===== src/rtl/coherent_mem_arbiter.sv =====
// Shared RAM port arbiter for CPUS instruction/data cache pairs with a snoop
// phase for coherent data misses and cache-to-cache forwarding of dirty lines.
//
// state  | meaning
// -------+-------------------------------------------------------------
// IDLE   | pick next requester: data round-robin first, then instruction
// SNOOP  | broadcast snoop address/invalidate to all cores except g
// FWD    | dirty line from responder r goes to g and is written back
// RAMD   | plain data access to RAM for core g
// RAMI   | instruction fetch from RAM for core g
module coherent_mem_arbiter #(
  parameter int CPUS      = 4,
  parameter int WORD_W    = 32,
  parameter int ADDR_W    = 32,
  parameter int SNOOP_LAT = 1
) (
  input  logic                     CLK,
  input  logic                     RST,
  input  logic [CPUS-1:0]          iREN,
  input  logic [CPUS*ADDR_W-1:0]   iaddr,
  input  logic [CPUS-1:0]          dREN,
  input  logic [CPUS-1:0]          dWEN,
  input  logic [CPUS*ADDR_W-1:0]   daddr,
  input  logic [CPUS*WORD_W-1:0]   dstore,
  input  logic [CPUS-1:0]          cctrans,
  input  logic [CPUS-1:0]          ccwrite,
  output logic [CPUS-1:0]          iwait,
  output logic [CPUS-1:0]          dwait,
  output logic [CPUS*WORD_W-1:0]   iload,
  output logic [CPUS*WORD_W-1:0]   dload,
  output logic [CPUS-1:0]          ccwait,
  output logic [CPUS-1:0]          ccinv,
  output logic [CPUS*ADDR_W-1:0]   ccsnoopaddr,
  output logic                     ramREN,
  output logic                     ramWEN,
  output logic [ADDR_W-1:0]        ramaddr,
  output logic [WORD_W-1:0]        ramstore,
  input  logic [WORD_W-1:0]        ramload,
  input  logic [1:0]               ramstate
);

  localparam int         GW         = (CPUS > 1) ? $clog2(CPUS) : 1;
  localparam logic [1:0] RAM_ACCESS = 2'd2;
  localparam logic [3:0] SCNT_LAST  = 4'(SNOOP_LAT - 1);

  typedef enum logic [2:0] {
    S_IDLE,
    S_SNOOP,
    S_FWD,
    S_RAMD,
    S_RAMI
  } state_t;

  state_t          state_q, state_d;
  logic [GW-1:0]   g_q, g_d;
  logic [GW-1:0]   r_q, r_d;
  logic [GW-1:0]   dptr_q, dptr_d;
  logic [GW-1:0]   iptr_q, iptr_d;
  logic [3:0]      scnt_q, scnt_d;

  logic [ADDR_W-1:0] iaddr_a  [CPUS];
  logic [ADDR_W-1:0] daddr_a  [CPUS];
  logic [WORD_W-1:0] dstore_a [CPUS];

  for (genvar k = 0; k < CPUS; k++) begin : g_unpack
    assign iaddr_a[k]  = iaddr[k*ADDR_W +: ADDR_W];
    assign daddr_a[k]  = daddr[k*ADDR_W +: ADDR_W];
    assign dstore_a[k] = dstore[k*WORD_W +: WORD_W];
  end

  logic [CPUS-1:0] dreq;
  logic            ram_acc;
  logic            resp_vld;
  logic [GW-1:0]   resp_idx;

  assign dreq    = dREN | dWEN;
  assign ram_acc = (ramstate == RAM_ACCESS);

  // Nearest requester above ptr wins, so iterate far-to-near and let the last hit stand.
  function automatic logic [GW-1:0] rr_pick(input logic [CPUS-1:0] req,
                                            input logic [GW-1:0]   ptr);
    logic [GW-1:0] pick;
    pick = ptr;
    for (int k = CPUS; k >= 1; k--) begin
      int idx;
      idx = (int'(ptr) + k) % CPUS;
      if (req[idx]) pick = GW'(idx);
    end
    return pick;
  endfunction

  // Lowest-numbered snooper (other than the requester) holding a dirty line.
  always_comb begin
    resp_vld = 1'b0;
    resp_idx = '0;
    for (int j = CPUS - 1; j >= 0; j--) begin
      if (dWEN[j] && (GW'(j) != g_q)) begin
        resp_vld = 1'b1;
        resp_idx = GW'(j);
      end
    end
  end

  always_ff @(posedge CLK or posedge RST) begin
    if (RST) begin
      state_q <= S_IDLE;
      g_q     <= '0;
      r_q     <= '0;
      dptr_q  <= GW'(CPUS - 1);
      iptr_q  <= GW'(CPUS - 1);
      scnt_q  <= '0;
    end else begin
      state_q <= state_d;
      g_q     <= g_d;
      r_q     <= r_d;
      dptr_q  <= dptr_d;
      iptr_q  <= iptr_d;
      scnt_q  <= scnt_d;
    end
  end

  always_comb begin
    state_d     = state_q;
    g_d         = g_q;
    r_d         = r_q;
    dptr_d      = dptr_q;
    iptr_d      = iptr_q;
    scnt_d      = scnt_q;
    iwait       = '1;
    dwait       = '1;
    iload       = '0;
    dload       = '0;
    ccwait      = '0;
    ccinv       = '0;
    ccsnoopaddr = '0;
    ramREN      = 1'b0;
    ramWEN      = 1'b0;
    ramaddr     = '0;
    ramstore    = '0;

    unique case (state_q)
      S_IDLE: begin
        scnt_d = '0;
        if (|dreq) begin
          g_d     = rr_pick(dreq, dptr_q);
          dptr_d  = g_d;
          state_d = cctrans[g_d] ? S_SNOOP : S_RAMD;
        end else if (|iREN) begin
          g_d     = rr_pick(iREN, iptr_q);
          iptr_d  = g_d;
          state_d = S_RAMI;
        end
      end

      S_SNOOP: begin
        for (int j = 0; j < CPUS; j++) begin
          if (GW'(j) != g_q) begin
            ccwait[j]                         = 1'b1;
            ccinv[j]                          = ccwrite[g_q];
            ccsnoopaddr[j*ADDR_W +: ADDR_W]   = daddr_a[g_q];
          end
        end
        if (!dreq[g_q]) begin
          scnt_d  = '0;
          state_d = S_IDLE;
        end else if (scnt_q == SCNT_LAST) begin
          scnt_d  = '0;
          if (resp_vld) begin
            r_d     = resp_idx;
            state_d = S_FWD;
          end else begin
            state_d = S_RAMD;
          end
        end else begin
          scnt_d = scnt_q + 4'd1;
        end
      end

      S_FWD: begin
        ccwait[r_q] = 1'b1;
        ramWEN      = 1'b1;
        ramaddr     = daddr_a[r_q];
        ramstore    = dstore_a[r_q];
        for (int k = 0; k < CPUS; k++) begin
          if (GW'(k) == g_q) dload[k*WORD_W +: WORD_W] = dstore_a[r_q];
        end
        if (ram_acc) begin
          dwait[r_q] = 1'b0;
          dwait[g_q] = 1'b0;
          state_d    = S_IDLE;
        end
      end

      S_RAMD: begin
        ramREN   = dREN[g_q];
        ramWEN   = dWEN[g_q] & ~dREN[g_q];
        ramaddr  = daddr_a[g_q];
        ramstore = dstore_a[g_q];
        for (int k = 0; k < CPUS; k++) begin
          if (GW'(k) == g_q) dload[k*WORD_W +: WORD_W] = ramload;
        end
        if (!dreq[g_q]) begin
          state_d = S_IDLE;
        end else if (ram_acc) begin
          dwait[g_q] = 1'b0;
          state_d    = S_IDLE;
        end
      end

      S_RAMI: begin
        ramREN  = 1'b1;
        ramaddr = iaddr_a[g_q];
        for (int k = 0; k < CPUS; k++) begin
          if (GW'(k) == g_q) iload[k*WORD_W +: WORD_W] = ramload;
        end
        if (!iREN[g_q]) begin
          state_d = S_IDLE;
        end else if (ram_acc) begin
          iwait[g_q] = 1'b0;
          state_d    = S_IDLE;
        end
      end

      default: state_d = S_IDLE;
    endcase
  end

endmodule


===== config.mk =====
export PLATFORM = sky130hd
export DESIGN_NAME = coherent_mem_arbiter
export DESIGN_NICKNAME = d
export VERILOG_FILES = /design/src/rtl/coherent_mem_arbiter.sv
export SDC_FILE = /design/constraint.sdc
export NUM_CORES = 1
export LEC_CHECK = 0
export ABC_AREA = 1
export CORE_AREA = 5 5 352 354
export CTS_BUF_LIST = sky130_fd_sc_hd__clkbuf_4
export DETAILED_ROUTE_END_ITERATION = 8
export DIE_AREA = 0 0 357 359
export HOLD_SLACK_MARGIN = 0.15
export PLACE_DENSITY = 0.37
export SYNTH_ARGS = -nofsm -noshare
export SYNTH_HDL_FRONTEND = slang
export SYNTH_SLANG_ARGS = --single-unit

===== constraint.sdc =====
create_clock -name CLK -period 2.7 [get_ports CLK]
set_input_delay 0.675 -clock CLK [delete_from_list [all_inputs] [get_ports CLK]]
set_output_delay 0.675 -clock CLK [all_outputs]
set_load 0.02 [all_outputs]

Word-level counts from Yosys, hierarchy flattened
Index checks and enable logic that the tools add are counted.
Word-level totals
  bits of input ports: 440
  word-level logic and storage cells: 210
  register bits: 15
  output and inout port bits: 466
Operators by class
  equal/unequal tests: 13
  reductions and logical operators: 27
  add/sub/neg operators: 9
  mux-type cells: 123
  $lt $le $gt $ge: 15
  bitwise logic cells: 17
Operator list (count)
  two-way mux 32 bit: 22
  binary-select mux 32 bit (select 2 bit): 5
  two-way mux 128 bit: 2
  one-hot mux 128 bit (2 select lines): 1
  one-hot mux 32 bit (3 select lines): 1
  one-hot mux 32 bit (2 select lines): 1
  two-way mux 1 bit: 37
  two-way mux 2 bit: 17
  < comparator 3 x 4 -> 1 bit, second input constant: 8
  two-way mux 4 bit: 8
  binary-select mux 1 bit (select 2 bit): 14
  one-hot mux 4 bit (2 select lines): 3
  two-way mux 3 bit: 7
  OR reduction 2 bit: 8
  one-hot mux 3 bit (5 select lines): 1
  < comparator 2 x 3 -> 1 bit, second input constant: 3
  adder 2 x 1 -> 2 bit, second input constant: 4
  adder 2 bit, second input constant: 4
  AND 1 bit, first input constant: 8
  inverter 4 bit: 2
  OR reduction 4 bit: 2
  equality test 3 x 2 -> 1 bit, second input constant: 2
  greater-or-equal comparator 3 bit, second input constant: 2
  logical AND 1 bit: 6
  24 further kinds: 36

Depth between registers and ports, before layout
Gate-level depths: netlist (run 1).
  depth in word-level cells: 17
  depth in mapped cells: 15
  mapped depth without buffers: 14

Worst setup path after synthesis (run 1)
OpenSTA, ideal clock, no wires.
  path kind: register to output
  start: reg g_q[1]
  end: out ramWEN
  path buffers: 3
  cell stages (with the launch flop): 9
  path slack: 0.312 ns
  required time: 2.025 ns
  arrival: 1.713 ns
  cell sequence: dfrtp_1 -> buf_4 -> inv_4 -> nor2_1 -> buf_4 -> inv_2 -> buf_2 -> o21ai_0 -> o31ai_1
On the way
  longest elaborated chain between the ends: 5
  elaborated cells on any way between the ends: 7
  those cells by class: 5 x mux; 2 x bitwise
RTL lines
  start, declared: line 55  | logic [GW-1:0] g_q, g_d;
  start signal, assigned: line 114  | g_q <= g_d;
  binary-select mux 1 bit (select 2 bit): line 196  | ramWEN = dWEN[g_q] & ~dREN[g_q];
  two-way mux 1 bit (implied by the code): line 196
  inverter 1 bit: line 196
  AND 1 bit (*): line 196
  one-hot mux 1 bit (2 select lines) (*): line 141  | unique case (state_q)
  end, declared: line 35  | output logic ramWEN,
Every way passes the cells marked *; elsewhere a longest branch is shown, timed or not. The select of a mux whose other input is x is not followed.

Worst setup path after layout (run 1)
  start: reg g_q[1]
  end: out ramaddr[9]
On the way
  longest elaborated chain between the ends: 5
  elaborated cells on any way between the ends: 8
  those cells by class: 7 x mux; 1 x bitwise
RTL lines
  inverter 2 -> 3 bit (implied by the code) (*): line 197, 212
  binary-select mux 32 bit (select 2 bit), on equally long branches: line 212, 197
  two-way mux 32 bit, on equally long branches (2 in series): line 212, 197
  one-hot mux 32 bit (3 select lines) (*): line 141
  end, declared: line 36  | output logic [ADDR_W-1:0] ramaddr,
Marks and branches as above.

==> flow_metrics.py, run 1 <==
metrics = {
    "pwr": {
        "p_per_area_nw_per_um2": 1110,
        "p_leak_uw": 0.0137,
        "ir_drop_mv": 0.715,
    },
    "detailed_routing": {
        "drtIter0Drc": 1124,
        "wl_per_cell_um": 26.4,
        "ant_nets": 0,
        "drt_wl_total_mm": 125,
        "vias": 18500,
        "viasPerCell": 3.91,
        "firstDrtPassIters": 5,
        "drc": 0,
    },
    "yosys": {
        "synth-edff-count": 0,
        "ys_seq_area_frac": 0.0439,
        "ys_warn_count": 0,
        "ys_types": 42,
        "synth.avg_cell_area_um2": 5.18,
        "netlist_area_um2": 8670,
        "synthFlopType": "dfrtp_1",
        "yosys_register_bits": 15,
        "syn_inst": 1673,
        "synth_fp_nets": 2115,
        "postSynth.asyncResetShare": 1.00,
    },
    "run_status": {
        "violations": "setup timing",
        "status": "complete, but fails checks",
    },
    "timing": {
        "slew_viol_final": 0,
        "worst_pin_slew_ns": 0.618,
        "period_share": 1.15,
        "finClkSkew_ns": 0.00109,
        "fmax_mhz": 323,
        "report.final.hold_viol_count": 0,
        "slew_headroom": 0.587,
        "setup_viol": 349,
        "finalSetupTns_ns": -57.94,
        "finalWorstSetupSlack_ns": -0.398,
        "rsz0062_at_grt": "yes",
        "post-route-min-period_ns": 3.10,
    },
    "setup_path": {
        "cp.arrival_ns": 2.42,
        "cp_data_required_time_ns": 2.03,
        "r2r_end": "state_q[1]",
        "cp-end-kind": "output port",
        "crit_top_cell": "buf_12",
        "path_class": "flop to output port",
        "critPathBufInv": 7,
        "critPathMaxFanout": 6,
        "crit_family": "buffers and inverters",
        "path_cells": "inv_4 -> buf_8 -> nand2_8 -> clkinv_16 -> buf_12 -> a22oi_2 -> nand2_4 -> buf_12 -> buf_12 -> a221o_1 -> buf_12",
        "slowest_stage": "dfrtp_2",
        "r2r_setup_slack_ns": 0.42,
        "reg2regPathDepth": 14,
        "slowest_delay_ns": 0.44,
        "worstReg2RegStart": "g_q[1]",
        "critPathLaunchType": "flop",
    },
    "clock_tree": {
        "cts_tree": "yes",
        "clock_latency_ns": 0.28,
        "ctsHoldBuffers": 0,
        "numCtsBuffers": 3,
        "clkTransAtPathRegs_ns": 0.09,
        "cts_root_buf": "clkbuf_4",
        "clock_sinks": 15,
        "cts_buffer_depth": 2,
        "htreeDepth": 1,
    },
    "global_routing": {
        "met3_usage": 0.0360,
        "antenna_found_initial": 35,
        "grt-ovfl-total": 0,
        "grt_use_total": 0.175,
        "met2_usage": 0.316,
        "grt_max_degree": 39,
        "grt-busiest-layer": "met2",
        "use_met1": 0.218,
        "grt_pass1_vias": 18200,
        "grt_pass1_wl_mm": 158,
    },
    "placement": {
        "place_inst": 4454,
        "hpwl_mm": 96.4,
        "io_buffer_count": 905,
        "place.gp.congestion": 0.832,
    },
    "floorplan": {
        "die_w_um": 357,
        "initial_core_util": 0.0718,
        "num_rows": 128,
        "die-area_um2": 128000,
        "coreArea_um2": 121000,
        "io_pins": 906,
        "die_h_um": 359,
    },
    "min_path": {
        "hold_depth": 2,
        "min-delay-path-class": "flop to flop",
        "hp-start": "scnt_q[3]",
        "hold-path-endpoint": "scnt_q[3]",
    },
    "final_layout": {
        "fillerInstances": 13500,
        "final_common_cell": "buf_4",
        "stdcell_count": 4727,
        "syn2layout_area_growth_pct": 244,
        "final_layout_size_suffix_gt1_frac": 0.510,
        "finalNetCount": 3535,
        "most-common-layout-cells": "448 x buf_4, 427 x clkdlybuf4s50_1, 281 x nor2_1, 263 x buf_6, 260 x nand2_1",
    },
    "job": {
        "drv_cap": 0,
    },
}
## cell type report
cell class                 count  area, um^2  area share
timing repair buffer        1552       16600       0.556
sequential                    15         383      0.0128
tap                         1625        2030      0.0681
clock buffer                   4        30.0     0.00101
multi-input combinational   1302        9830       0.329
inverter                     218         931      0.0312
antenna                       10        25.0    0.000839
timing repair inverter         1        30.0     0.00101
## timing repair
action	CTS	global route
endpoints found under the hold margin	0	0
pin swaps	91	156
endpoints found under the setup margin	465	451
cloned	23	13
gates resized for setup	1600	1068
setup buffers	133	123
## flip-flops by register name, indices dropped and copies added (netlist names)
signal / cells
state_q: 3
g_q: 2
dptr_q: 2
scnt_q: 4
r_q: 2
iptr_q: 2
## routing by layer
metal	wire [um]	vias up
met3	8550	116
li1	-	8541
met2	62500	745
met5	155	-
met1	51200	9071
met4	2170	24
## cell usage after synthesis (6+ instances only)
master / n / area share
nor2_1: 420 / 0.18
nand2_1: 321 / 0.14
inv_1: 206 / 0.089
o21ai_0: 103 / 0.059
o22ai_1: 91 / 0.066
a22oi_1: 78 / 0.068
buf_2: 65 / 0.038
clkbuf_1: 49 / 0.021
a21oi_1: 45 / 0.026
a22o_1: 37 / 0.037
a21oi_2: 32 / 0.032
nand3_1: 32 / 0.018
o2bb2ai_1: 26 / 0.026
a221oi_2: 24 / 0.042
o211ai_1: 24 / 0.021
a221o_1: 13 / 0.015
a41oi_1: 13 / 0.013
buf_1: 11 / 0.0048
dfrtp_1: 11 / 0.032
a221oi_1: 10 / 0.010
buf_4: 9 / 0.0078
inv_2: 8 / 0.0035
nand2_2: 6 / 0.0043
o21ai_1: 6 / 0.0035
## through the flow
step / utilization / total power [uW] / hold WS (ns) / area (um^2) / setup WS [ns]
floorplan: - / 9220 / 0.494 / 8670 / 0.312
global placement: 0.191 / 23200 / 0.516 / 23100 / -1.12
global route: 0.247 / 34700 / 0.576 / 29800 / -0.463
detailed placement: 0.191 / 23100 / 0.536 / 23100 / -1.11
finish: 0.247 / 33200 / 0.564 / 29800 / -0.398
CTS: 0.217 / 28700 / 0.566 / 26200 / -0.382
## tightest hold or removal path: stages, from the launching register on
cell and delay, ns:
dfrtp_1 0.39, nand2_1 0.06, o21ai_0 0.07
## how the worst max path moves through the flow
stage,start,endpoint,cells past startpoint
6_report,g_q[1],ramaddr[9],11
5_1_grt,g_q[1],ramaddr[8],13
4_1_cts,g_q[1],ramaddr[8],13
3_5_place_dp,dstore[126],dload[30],9
3_3_place_gp,dstore[126],dload[30],9
2_1_floorplan,g_q[1],ramWEN,8
## kinds of logic (layout without fill, tap and decap cells)
logic type | after synthesis | in the layout | share of synthesized area
compound gates | 507 | 507 | 0.424
xor+xnor | 3 | 3 | 0.00303
fa+ha+maj | 2 | 2 | 0.00289
buf+inv | 356 | 1775 | 0.172
flops | 15 | 15 | 0.0439
mux | 2 | 2 | 0.00231
other cells | 0 | 10 | 0
simple gates | 788 | 788 | 0.353
## report_power, final
part | switching [uW] | internal, uW | total, uW
logic | 17400 | 15200 | 32700
clock network | 74.9 | 67.4 | 142
registers | 106 | 307 | 413
total | 17600 | 15600 | 33200
No activity file was read; power rests on OpenSTA's default activity.
==> run 2: changes to the inputs <==
==> config.mk (replaced) <==
export PLATFORM = sky130hd
export DESIGN_NAME = coherent_mem_arbiter
export DESIGN_NICKNAME = d
export VERILOG_FILES = /design/src/rtl/coherent_mem_arbiter.sv
export SDC_FILE = /design/constraint.sdc
export NUM_CORES = 1
export LEC_CHECK = 0
export CORE_AREA = 5 5 349 351
export CTS_BUF_LIST = sky130_fd_sc_hd__clkbuf_4
export DETAILED_ROUTE_END_ITERATION = 8
export DIE_AREA = 0 0 354 356
export HOLD_SLACK_MARGIN = 0.15
export PLACE_DENSITY = 0.38
export SYNTH_ARGS = -nofsm -noshare
export SYNTH_HDL_FRONTEND = slang
export SYNTH_SLANG_ARGS = --single-unit
==> run 2 against run 1 <==
  * The flow still finishes with violations (setup timing)
  * Non-clock buffer count shrank 20
  * Sequential power grew 4.8%
  * Register-to-register slack lost 0.19 ns
  * Area after synthesis grew 7.6%
  * Critical path depth shrank 1
  * Die area shrank 1.7%
  * Sequential share of layout area is essentially flat
  * First-iteration DRC count shrank 18%
  * Clock skew grew 0.0059 ns
  * Final cell count shrank 10%
  * Utilization grew 0.54 points
  * Worst setup slack gained 0.014 ns
  * Critical path type unchanged
==> flow_metrics.py, run 2 <==
metrics = {
    "run_status": {
        "status": "complete, but fails checks",
        "violations": "setup timing",
    },
    "floorplan": {
        "die_h_um": 356,
        "initial_core_util": 0.0786,
        "die_w_um": 354,
        "num_rows": 127,
        "io_pins": 906,
        "die-area_um2": 126000,
        "coreArea_um2": 119000,
    },
    "clock_tree": {
        "cts_tree": "yes",
        "numCtsBuffers": 3,
        "cts_buffer_depth": 2,
        "cts_root_buf": "clkbuf_4",
        "htreeDepth": 1,
        "ctsHoldBuffers": 0,
        "clock_latency_ns": 0.30,
        "clkTransAtPathRegs_ns": 0.10,
        "clock_sinks": 15,
    },
    "setup_path": {
        "critPathBufInv": 6,
        "slowest_delay_ns": 0.52,
        "worstReg2RegStart": "g_q[0]",
        "crit_end": "dload[67]",
        "crit_family": "buffers and inverters",
        "cp-startpoint": "r_q[0]",
        "crit_top_cell": "buf_6",
        "slowest_stage": "dfrtp_4",
        "cp.arrival_ns": 2.41,
        "reg2regPathDepth": 11,
        "crit_cells": 10,
        "path_cells": "buf_12 -> buf_16 -> buf_12 -> mux2_4 -> a21oi_4 -> a2bb2oi_2 -> buf_6 -> buf_6 -> nor2_4 -> buf_6",
        "cp_data_required_time_ns": 2.03,
        "path_class": "flop to output port",
        "critPathLaunchType": "flop",
        "r2r_end": "state_q[0]",
        "critPathMaxFanout": 9,
        "cp-end-kind": "output port",
        "r2r_setup_slack_ns": 0.23,
    },
    "final_layout": {
        "largest_registers": "scnt_q: 4 flops, state_q: 3 flops",
        "most-common-layout-cells": "434 x buf_4, 423 x clkdlybuf4s50_1, 375 x buf_6, 146 x nor2_1, 103 x buf_12",
        "final_layout_size_suffix_gt1_frac": 0.651,
        "final_common_cell": "buf_4",
        "finalNetCount": 3132,
        "syn2layout_area_growth_pct": 221,
        "regMostFlops": "scnt_q",
        "largest_reg_flops": 4,
        "fillerInstances": 12900,
    },
    "global_routing": {
        "antenna_found_initial": 22,
        "grt_use_total": 0.161,
        "grt-ovfl-total": 0,
        "grt_max_degree": 33,
        "grt_pass1_vias": 16800,
        "grt_pass1_wl_mm": 143,
    },
    "detailed_routing": {
        "vias": 16800,
        "drc": 0,
        "firstDrtPassIters": 5,
        "ant_nets": 0,
        "drtIter0Drc": 926,
        "drt_wl_total_mm": 115,
        "wl_per_cell_um": 26.9,
        "viasPerCell": 3.94,
    },
    "yosys": {
        "synth.top_cell.area_share": 0.244,
        "netlist_area_um2": 9330,
        "syn_inst": 1295,
        "ys_warn_count": 0,
        "synth.avg_cell_area_um2": 7.20,
        "synth_area_leaders": "mux4_2 24%, nor2_1 11%, and3_1 6.7%",
        "synthFlopType": "dfrtp_1",
        "yosys_register_bits": 15,
        "synth_fp_nets": 1737,
        "synth-edff-count": 0,
        "ys_types": 60,
        "ys_seq_area_frac": 0.0408,
        "synth_most_common_cell": "nor2_1",
        "synth_top_area_cell": "mux4_2",
        "postSynth.asyncResetShare": 1.00,
        "synth_common_cells": "277 x nor2_1, 121 x nand2_1, 101 x mux4_2, 100 x and3_1, 76 x clkbuf_1",
    },
    "timing": {
        "report.final.hold_viol_count": 0,
        "slew_headroom": 0.563,
        "setup_viol": 427,
        "post-route-min-period_ns": 3.08,
        "worst_pin_slew_ns": 0.655,
        "period_share": 1.14,
        "rsz0062_at_grt": "yes",
        "whs_ns": 0.495,
        "slew_viol_final": 0,
        "finClkSkew_ns": 0.00700,
        "finalWorstSetupSlack_ns": -0.384,
        "fmax_mhz": 324,
    },
    "pwr": {
        "netSwitchingFraction": 0.498,
        "clkPwrFrac": 0.005,
        "seq_power_share": 0.014,
        "switching_power_uw": 15600,
        "ir_drop_mv": 0.423,
        "p_per_area_nw_per_um2": 1040,
        "p_comb_frac": 0.981,
        "p_leak_uw": 0.0128,
        "power_uw": 31300,
        "p_int_uw": 15700,
    },
    "job": {
        "drv_cap": 0,
    },
    "placement": {
        "io_buffer_count": 905,
        "place.gp.congestion": 0.867,
        "hpwl_mm": 87.7,
    },
    "min_path": {
        "min-delay-path-class": "flop to flop",
    },
}
run 2: cell count changes after synthesis, moves of 33 or more:
| cell | delta |
|---|---|
| nor2b_1 | +38 |
| and2_1 | +34 |
| o22ai_1 | -87 |
| and3_1 | +100 |
| nand2_1 | -200 |
| a211oi_1 | +66 |
| a22oi_1 | -77 |
| nand2b_1 | +42 |
| a31o_2 | +33 |
| inv_1 | -194 |
| nor2_1 | -143 |
| o21ai_0 | -52 |
| mux4_2 | +101 |
run 2: how the worst min path moves through the flow:
stage,startpoint,end,slack [ns],cells after the start
after detailed placement,iptr_q[0],iptr_q[0],0.49,2
after global routing,iptr_q[0],iptr_q[0],0.53,2
after CTS,iptr_q[0],iptr_q[0],0.50,2
final,iptr_q[0],iptr_q[0],0.49,2
after floorplan,iptr_q[0],iptr_q[0],0.46,2
after global placement,iptr_q[0],iptr_q[0],0.48,2
run 2: timing repair:
item,4_1_cts,5_1_grt
setup endpoints to repair,466,452
cloned,17,17
endpoints found under the hold margin,0,0
resized for setup,1891,1173
pin swaps,81,168
buffers inserted,104,127
run 2: layout make-up:
cell class	instances	area [um^2]	share of cell area
diodes	16	40.0	0.00134
clock buffers	4	30.0	0.00100
multi-input cells	1125	11300	0.377
inverters	13	53.8	0.00179
repair buffers	1532	16200	0.541
well taps	1548	1940	0.0646
flip-flops and latches	15	399	0.0133
run 2: layer usage:
metal,vias up,part of all wire,global-route usage
li1,7628,-,-
met1,8337,0.42,0.207
met2,712,0.48,0.282
met3,92,0.072,0.0363
met4,4,0.023,0.0212
met5,-,0.00018,0
run 2: worst reg2reg max path, cell delays in order, from the launching register on:
cell and delay [ns]:
dfrtp_4 0.54, buf_6 0.14, buf_6 0.10, buf_12 0.14, buf_12 0.14, buf_4 0.13
buf_4 0.13, mux2_2 0.26, o22a_1 0.19, or2_1 0.24, o31a_1 0.25, o22ai_1 0.13
run 2: cell families after synthesis:
logic type / count (synthesis) / share of synthesized area
flops: 15 / 0.0408
simple gates: 635 / 0.324
fa+ha+maj: 2 / 0.00268
compound gates: 321 / 0.242
buf+inv: 155 / 0.0711
mux: 167 / 0.319
run 2: power by group through the flow:
stage               clock, uW  sequential (uW)  combinational, uW
floorplan                   0              334               9580
global placement            0              552              21500
detailed placement          0              549              21500
CTS                       155              429              26000
global route              164              449              32100
finish                    149              433              30700
run 2: per-stage QoR:
stage	utilization	setup TNS [ns]	cells	cell area (um^2)	worst slack, ns
after floorplan	-	0	1295	9330	0.122
after global placement	0.197	-180.43	4000	23400	-0.989
after detailed placement	0.197	-180.24	4000	23400	-0.986
after CTS	0.217	-98.39	4120	25800	-0.424
after global routing	0.252	-115.74	4244	30000	-0.461
final	0.253	-83.75	4253	30000	-0.384
